<file path="src/rtl/multicycle_controller.sv">
`default_nettype none
// ============================================================================
//  Module      : multicycle_controller
//  Description : Moore control FSM that steps a multicycle RV32I datapath
//                through fetch/decode/execute/memory/writeback.
//  Revision    : 1.0 - initial release
// ============================================================================
module multicycle_controller #(
    parameter bit WAIT_MEM = 1'b1
) (
    input  logic       clk,
    input  logic       reset,
    input  logic [6:0] op,
    input  logic       mem_ready,
    output logic       PCUpdate,
    output logic       Branch,
    output logic       IRWrite,
    output logic       RegWrite,
    output logic       MemWrite,
    output logic       AdrSrc,
    output logic [1:0] ResultSrc,
    output logic [1:0] ALUSrcA,
    output logic [1:0] ALUSrcB,
    output logic [1:0] ALUOp,
    output logic [2:0] ImmSrc,
    output logic       retire,
    output logic       illegal
);

    localparam logic [6:0] c_opLoad   = 7'b0000011;
    localparam logic [6:0] c_opStore  = 7'b0100011;
    localparam logic [6:0] c_opRType  = 7'b0110011;
    localparam logic [6:0] c_opIType  = 7'b0010011;
    localparam logic [6:0] c_opBranch = 7'b1100011;
    localparam logic [6:0] c_opJal    = 7'b1101111;
    localparam logic [6:0] c_opJalr   = 7'b1100111;
    localparam logic [6:0] c_opLui    = 7'b0110111;
    localparam logic [6:0] c_opAuipc  = 7'b0010111;

    typedef enum logic [3:0] {
        S_FETCH    = 4'd0,
        S_DECODE   = 4'd1,
        S_MEMADR   = 4'd2,
        S_MEMREAD  = 4'd3,
        S_MEMWB    = 4'd4,
        S_MEMWRITE = 4'd5,
        S_EXECR    = 4'd6,
        S_EXECI    = 4'd7,
        S_BRANCH   = 4'd8,
        S_JALRADR  = 4'd9,
        S_JUMP     = 4'd10,
        S_LUI      = 4'd11,
        S_AUIPC    = 4'd12,
        S_ALUWB    = 4'd13,
        S_TRAP     = 4'd14
    } state_t;

    state_t r_state;
    state_t w_next;
    logic   r_illegal;
    logic   w_ready;

    assign w_ready = WAIT_MEM ? mem_ready : 1'b1;
    assign illegal = r_illegal;

    always_ff @(posedge clk or posedge reset) begin
        if (reset) begin
            r_state   <= S_FETCH;
            r_illegal <= 1'b0;
        end else begin
            r_state <= w_next;
            if (w_next == S_TRAP) begin
                r_illegal <= 1'b1;
            end
        end
    end

    always_comb begin
        w_next = S_FETCH;
        case (r_state)
            S_FETCH:    w_next = w_ready ? S_DECODE : S_FETCH;
            S_DECODE: begin
                case (op)
                    c_opLoad, c_opStore: w_next = S_MEMADR;
                    c_opRType:           w_next = S_EXECR;
                    c_opIType:           w_next = S_EXECI;
                    c_opBranch:          w_next = S_BRANCH;
                    c_opJal:             w_next = S_JUMP;
                    c_opJalr:            w_next = S_JALRADR;
                    c_opLui:             w_next = S_LUI;
                    c_opAuipc:           w_next = S_AUIPC;
                    default:             w_next = S_TRAP;
                endcase
            end
            S_MEMADR:   w_next = op[5] ? S_MEMWRITE : S_MEMREAD;
            S_MEMREAD:  w_next = w_ready ? S_MEMWB : S_MEMREAD;
            S_MEMWB:    w_next = S_FETCH;
            S_MEMWRITE: w_next = w_ready ? S_FETCH : S_MEMWRITE;
            S_EXECR:    w_next = S_ALUWB;
            S_EXECI:    w_next = S_ALUWB;
            S_BRANCH:   w_next = S_FETCH;
            S_JALRADR:  w_next = S_JUMP;
            S_JUMP:     w_next = S_ALUWB;
            S_LUI:      w_next = S_ALUWB;
            S_AUIPC:    w_next = S_ALUWB;
            S_ALUWB:    w_next = S_FETCH;
            S_TRAP:     w_next = S_TRAP;
            default:    w_next = S_FETCH;
        endcase
    end

    always_comb begin
        case (op)
            c_opStore:          ImmSrc = 3'b001;
            c_opBranch:         ImmSrc = 3'b010;
            c_opJal:            ImmSrc = 3'b011;
            c_opLui, c_opAuipc: ImmSrc = 3'b100;
            default:            ImmSrc = 3'b000;
        endcase
    end

    always_comb begin
        PCUpdate  = 1'b0;
        Branch    = 1'b0;
        IRWrite   = 1'b0;
        RegWrite  = 1'b0;
        MemWrite  = 1'b0;
        AdrSrc    = 1'b0;
        ResultSrc = 2'b00;
        ALUSrcA   = 2'b00;
        ALUSrcB   = 2'b00;
        ALUOp     = 2'b00;
        retire    = 1'b0;
        case (r_state)
            S_FETCH: begin
                ALUSrcB   = 2'b10;
                ResultSrc = 2'b10;
                IRWrite   = w_ready;
                PCUpdate  = w_ready;
            end
            S_DECODE: begin
                ALUSrcA = 2'b01;
                ALUSrcB = 2'b01;
            end
            S_MEMADR, S_JALRADR: begin
                ALUSrcA = 2'b10;
                ALUSrcB = 2'b01;
            end
            S_MEMREAD: begin
                AdrSrc = 1'b1;
            end
            S_MEMWB: begin
                ResultSrc = 2'b01;
                RegWrite  = 1'b1;
                retire    = 1'b1;
            end
            S_MEMWRITE: begin
                AdrSrc   = 1'b1;
                MemWrite = 1'b1;
                retire   = w_ready;
            end
            S_EXECR: begin
                ALUSrcA = 2'b10;
                ALUOp   = 2'b10;
            end
            S_EXECI: begin
                ALUSrcA = 2'b10;
                ALUSrcB = 2'b01;
                ALUOp   = 2'b10;
            end
            S_BRANCH: begin
                ALUSrcA = 2'b10;
                ALUOp   = 2'b01;
                Branch  = 1'b1;
                retire  = 1'b1;
            end
            // PC takes the target while ALU forms OldPC+4 for the link write
            S_JUMP: begin
                ALUSrcA  = 2'b01;
                ALUSrcB  = 2'b10;
                PCUpdate = 1'b1;
            end
            S_LUI: begin
                ALUSrcA = 2'b11;
                ALUSrcB = 2'b01;
            end
            S_AUIPC: begin
                ALUSrcA = 2'b01;
                ALUSrcB = 2'b01;
            end
            S_ALUWB: begin
                RegWrite = 1'b1;
                retire   = 1'b1;
            end
            default: begin
            end
        endcase
    end

endmodule
`default_nettype wire

</file>
<file path="config.mk">
export PLATFORM = sky130hd
export DESIGN_NAME = multicycle_controller
export DESIGN_NICKNAME = d
export VERILOG_FILES = /design/src/rtl/multicycle_controller.sv
export SDC_FILE = /design/constraint.sdc
export NUM_CORES = 1
export LEC_CHECK = 0
export ABC_AREA = 1
export CELL_PAD_IN_SITES_DETAIL_PLACEMENT = 0
export CELL_PAD_IN_SITES_GLOBAL_PLACEMENT = 2
export CORE_MARGIN = 2
export CORE_UTILIZATION = 17
export CTS_CLUSTER_SIZE = 8
export DETAILED_ROUTE_END_ITERATION = 7
export HOLD_SLACK_MARGIN = 0.02
export PLACE_DENSITY = 0.74
export SETUP_SLACK_MARGIN = 0.05
export SYNTH_ARGS = -nofsm -noshare
export SYNTH_HDL_FRONTEND = slang
export SYNTH_SLANG_ARGS = --single-unit
</file>
<file path="constraint.sdc">
create_clock -name clk -period 1.3 [get_ports clk]
set_clock_uncertainty 0.1 [all_clocks]
set_input_delay 0.13 -clock clk [delete_from_list [all_inputs] [get_ports clk]]
set_output_delay 0.13 -clock clk [all_outputs]
set_load 0.02 [all_outputs]
</file>
==> metrics <==
Syn Nets=approximately 130; adder-cell share of the synthesized area=0; largest net degree at the start of global routing=6; core box area=0.00374 mm^2; Post-Synth Simple-Gate Area=0.508; vias per cell=a little over 4; Final Setup Violations=20; peak supply drop=approximately 0.61 mV; Routed WL per cell=10.2 um; EDFF count, synth=0; height of the die=approximately 67 um; hold_ws=slightly above 0.3 ns; Worst EP arrival=~1.4 ns; die area=between 0.004 and 0.005 mm^2; Synth Cell Area=around 670 um^2; gp weighted congestion=0.898; sequential area share after synthesis=0.186; Area Overhead vs Synth=155%; Worst EP required=around 1.1 ns; commonest non-fill, non-tap cell in the layout=buf_4; Post-Syn Area per Cell=5.42 um^2; row count=22; # DRC=0; Clock Latency Late Sink=roughly 0.22 ns; Initial DRC Count=11; final critical-path required period=about 1.7 ns; Leak=slightly above 0.9 nW; Slew Limit Fails=0; IO Port Bufs=28; multiplexer share of the synthesized area=0; Routed WL=2.61 mm; CP endpoint kind=output pin; maximum root-to-sink buffer count=2; die width=66.9 um; clock transition at the registers of the reported paths=~0.04 ns; Cells after Synth=roughly 120; Synth async-reset ratio=1.00; post-synthesis cell type count=21; layout net count=~220; power per cell area=2080 mW/mm^2; global route overflow=0; Post-Synth XOR/XNOR Area=0; Slew headroom=0.864; final worst slack=-0.361 ns; commonest cells after routing, fill and taps aside=buf_4 (37), buf_6 (29), nand2_1 (20); CTS Buf Count=3; CP Launch Type=flip-flop; Root Driver=clkbuf_8; final hold vios=0; htree depth=1; # diodes=0; vias post-DR=between 1000 and 1500; Top FF cell, synth=dfrtp_1; status=finished with violations; critical setup path kind=flip-flop to output pin; Max FO, Critical Path=4; first-pass GRT wire length=around 4 mm; Fmax=roughly 600 MHz; #FFs+latches synth=5; total power=roughly 3.6 mW; Ports=29; vias in the first global route=around 960; Starting Density=0.179; Worst Hold Class=input port to flip-flop; fin crit share=1.28; GRT Overall Usage=0.118; TritonCTS clock tree=built; layout cells sized above 1=0.720; Antenna Violating Nets Remaining=0; Syn. warnings=0; unrepaired setup endpoints after global routing=yes; First-pass DRT Iterations=3; failing checks=setup timing; Worst Tran Pin Value=0.202 ns; post-synthesis compound-gate area fraction=0.149; max-cap violations=0; Final HPWL DP=between 1.5 and 2 mm; initial antenna violation count=0; Clock Sinks=5; largest family of logic cells by synthesized area=simple AND/OR/NAND/NOR gates
## worst max-delay path, stage by stage (launching register included)
cell	delay, ns
dfrtp_2	0.44
buf_12	0.14
nor2_4	0.11
inv_4	0.07
nor3_4	0.14
a21oi_2	0.06
o211ai_1	0.08
buf_4	0.17
## through the flow
| step | area (um^2) | setup slack [ns] | setup TNS, ns | utilization | std cells |
|---|---|---|---|---|---|
| finish | 1710 | -0.361 | -5.11 | 0.457 | 255 |
| global placement | 1340 | -0.765 | -11.41 | 0.359 | 236 |
| detailed placement | 1340 | -0.790 | -11.59 | 0.359 | 236 |
| global route | 1710 | -0.487 | -6.60 | 0.457 | 255 |
| CTS | 1490 | -0.325 | -4.77 | 0.399 | 244 |
| floorplan | 721 | -0.204 | -0.760 | - | 124 |
## cell families (layout without fill, tap and decap cells)
logic type	count (synthesis)	in the layout
buffers and inverters	27	110
AND/OR/NAND/NOR	76	76
flip-flops	5	5
AO/OA/AOI/OAI	16	16
## flip-flops by register name, summed over array words and instances, names as in the netlist
name	flops
illegal	1
r_state	4
## metal layers
layer  share of wire  vias up  global-route usage
li1                -      553                   -
met1            0.39      472               0.135
met2            0.58       20               0.220
met3           0.029        0              0.0169
met4               0        0              0.0383
met5               0        -                   0
## power by group
group          leakage (nW)  total, mW  internal, mW  switching, mW
registers            0.0545      0.320         0.226         0.0939
clock network        0.0255      0.285         0.206         0.0794
logic                 0.837       2.95          1.51           1.44
## worst paths after layout
check	cells after the start	to	slack, ns	start
min in group asynchronous	3	r_state[0]	0.56	reset
min	6	r_state[2]	0.30	op[5]
max reg2reg	11	illegal	-0.35	r_state[3]
min reg2reg	2	illegal	0.36	illegal
max	7	ALUSrcA[1]	-0.36	r_state[3]
max in group asynchronous	3	r_state[1]	0.36	reset
## synthesized netlist by cell type (3+ instances only)
master / count / area [um^2]
nand3_1: 7 / 35.0
inv_1: 23 / 86.3
dfrtp_1: 5 / 125
o21ai_0: 5 / 25.0
a21oi_1: 3 / 15.0
inv_2: 3 / 11.3
nor2_2: 3 / 18.8
nor2_1: 20 / 75.1
nand2_1: 36 / 135
nand2_2: 3 / 18.8
## layout make-up
cell class	count	area, um^2
multi-input cells	92	647
flip-flops and latches	5	130
repair buffers	80	723
well taps	48	60.1
clock buffers	3	41.3
clock inverters	1	5.00
fillers	395	2030
inverters	26	105
## timing repair
action,CTS,global route
setup endpoints to repair,24,23
gates resized for setup,144,62
endpoints found under the hold margin,5,0
hold buffers,1,0
setup buffers,3,12
pin swaps,20,17
(Power assumes the default switching activity.)
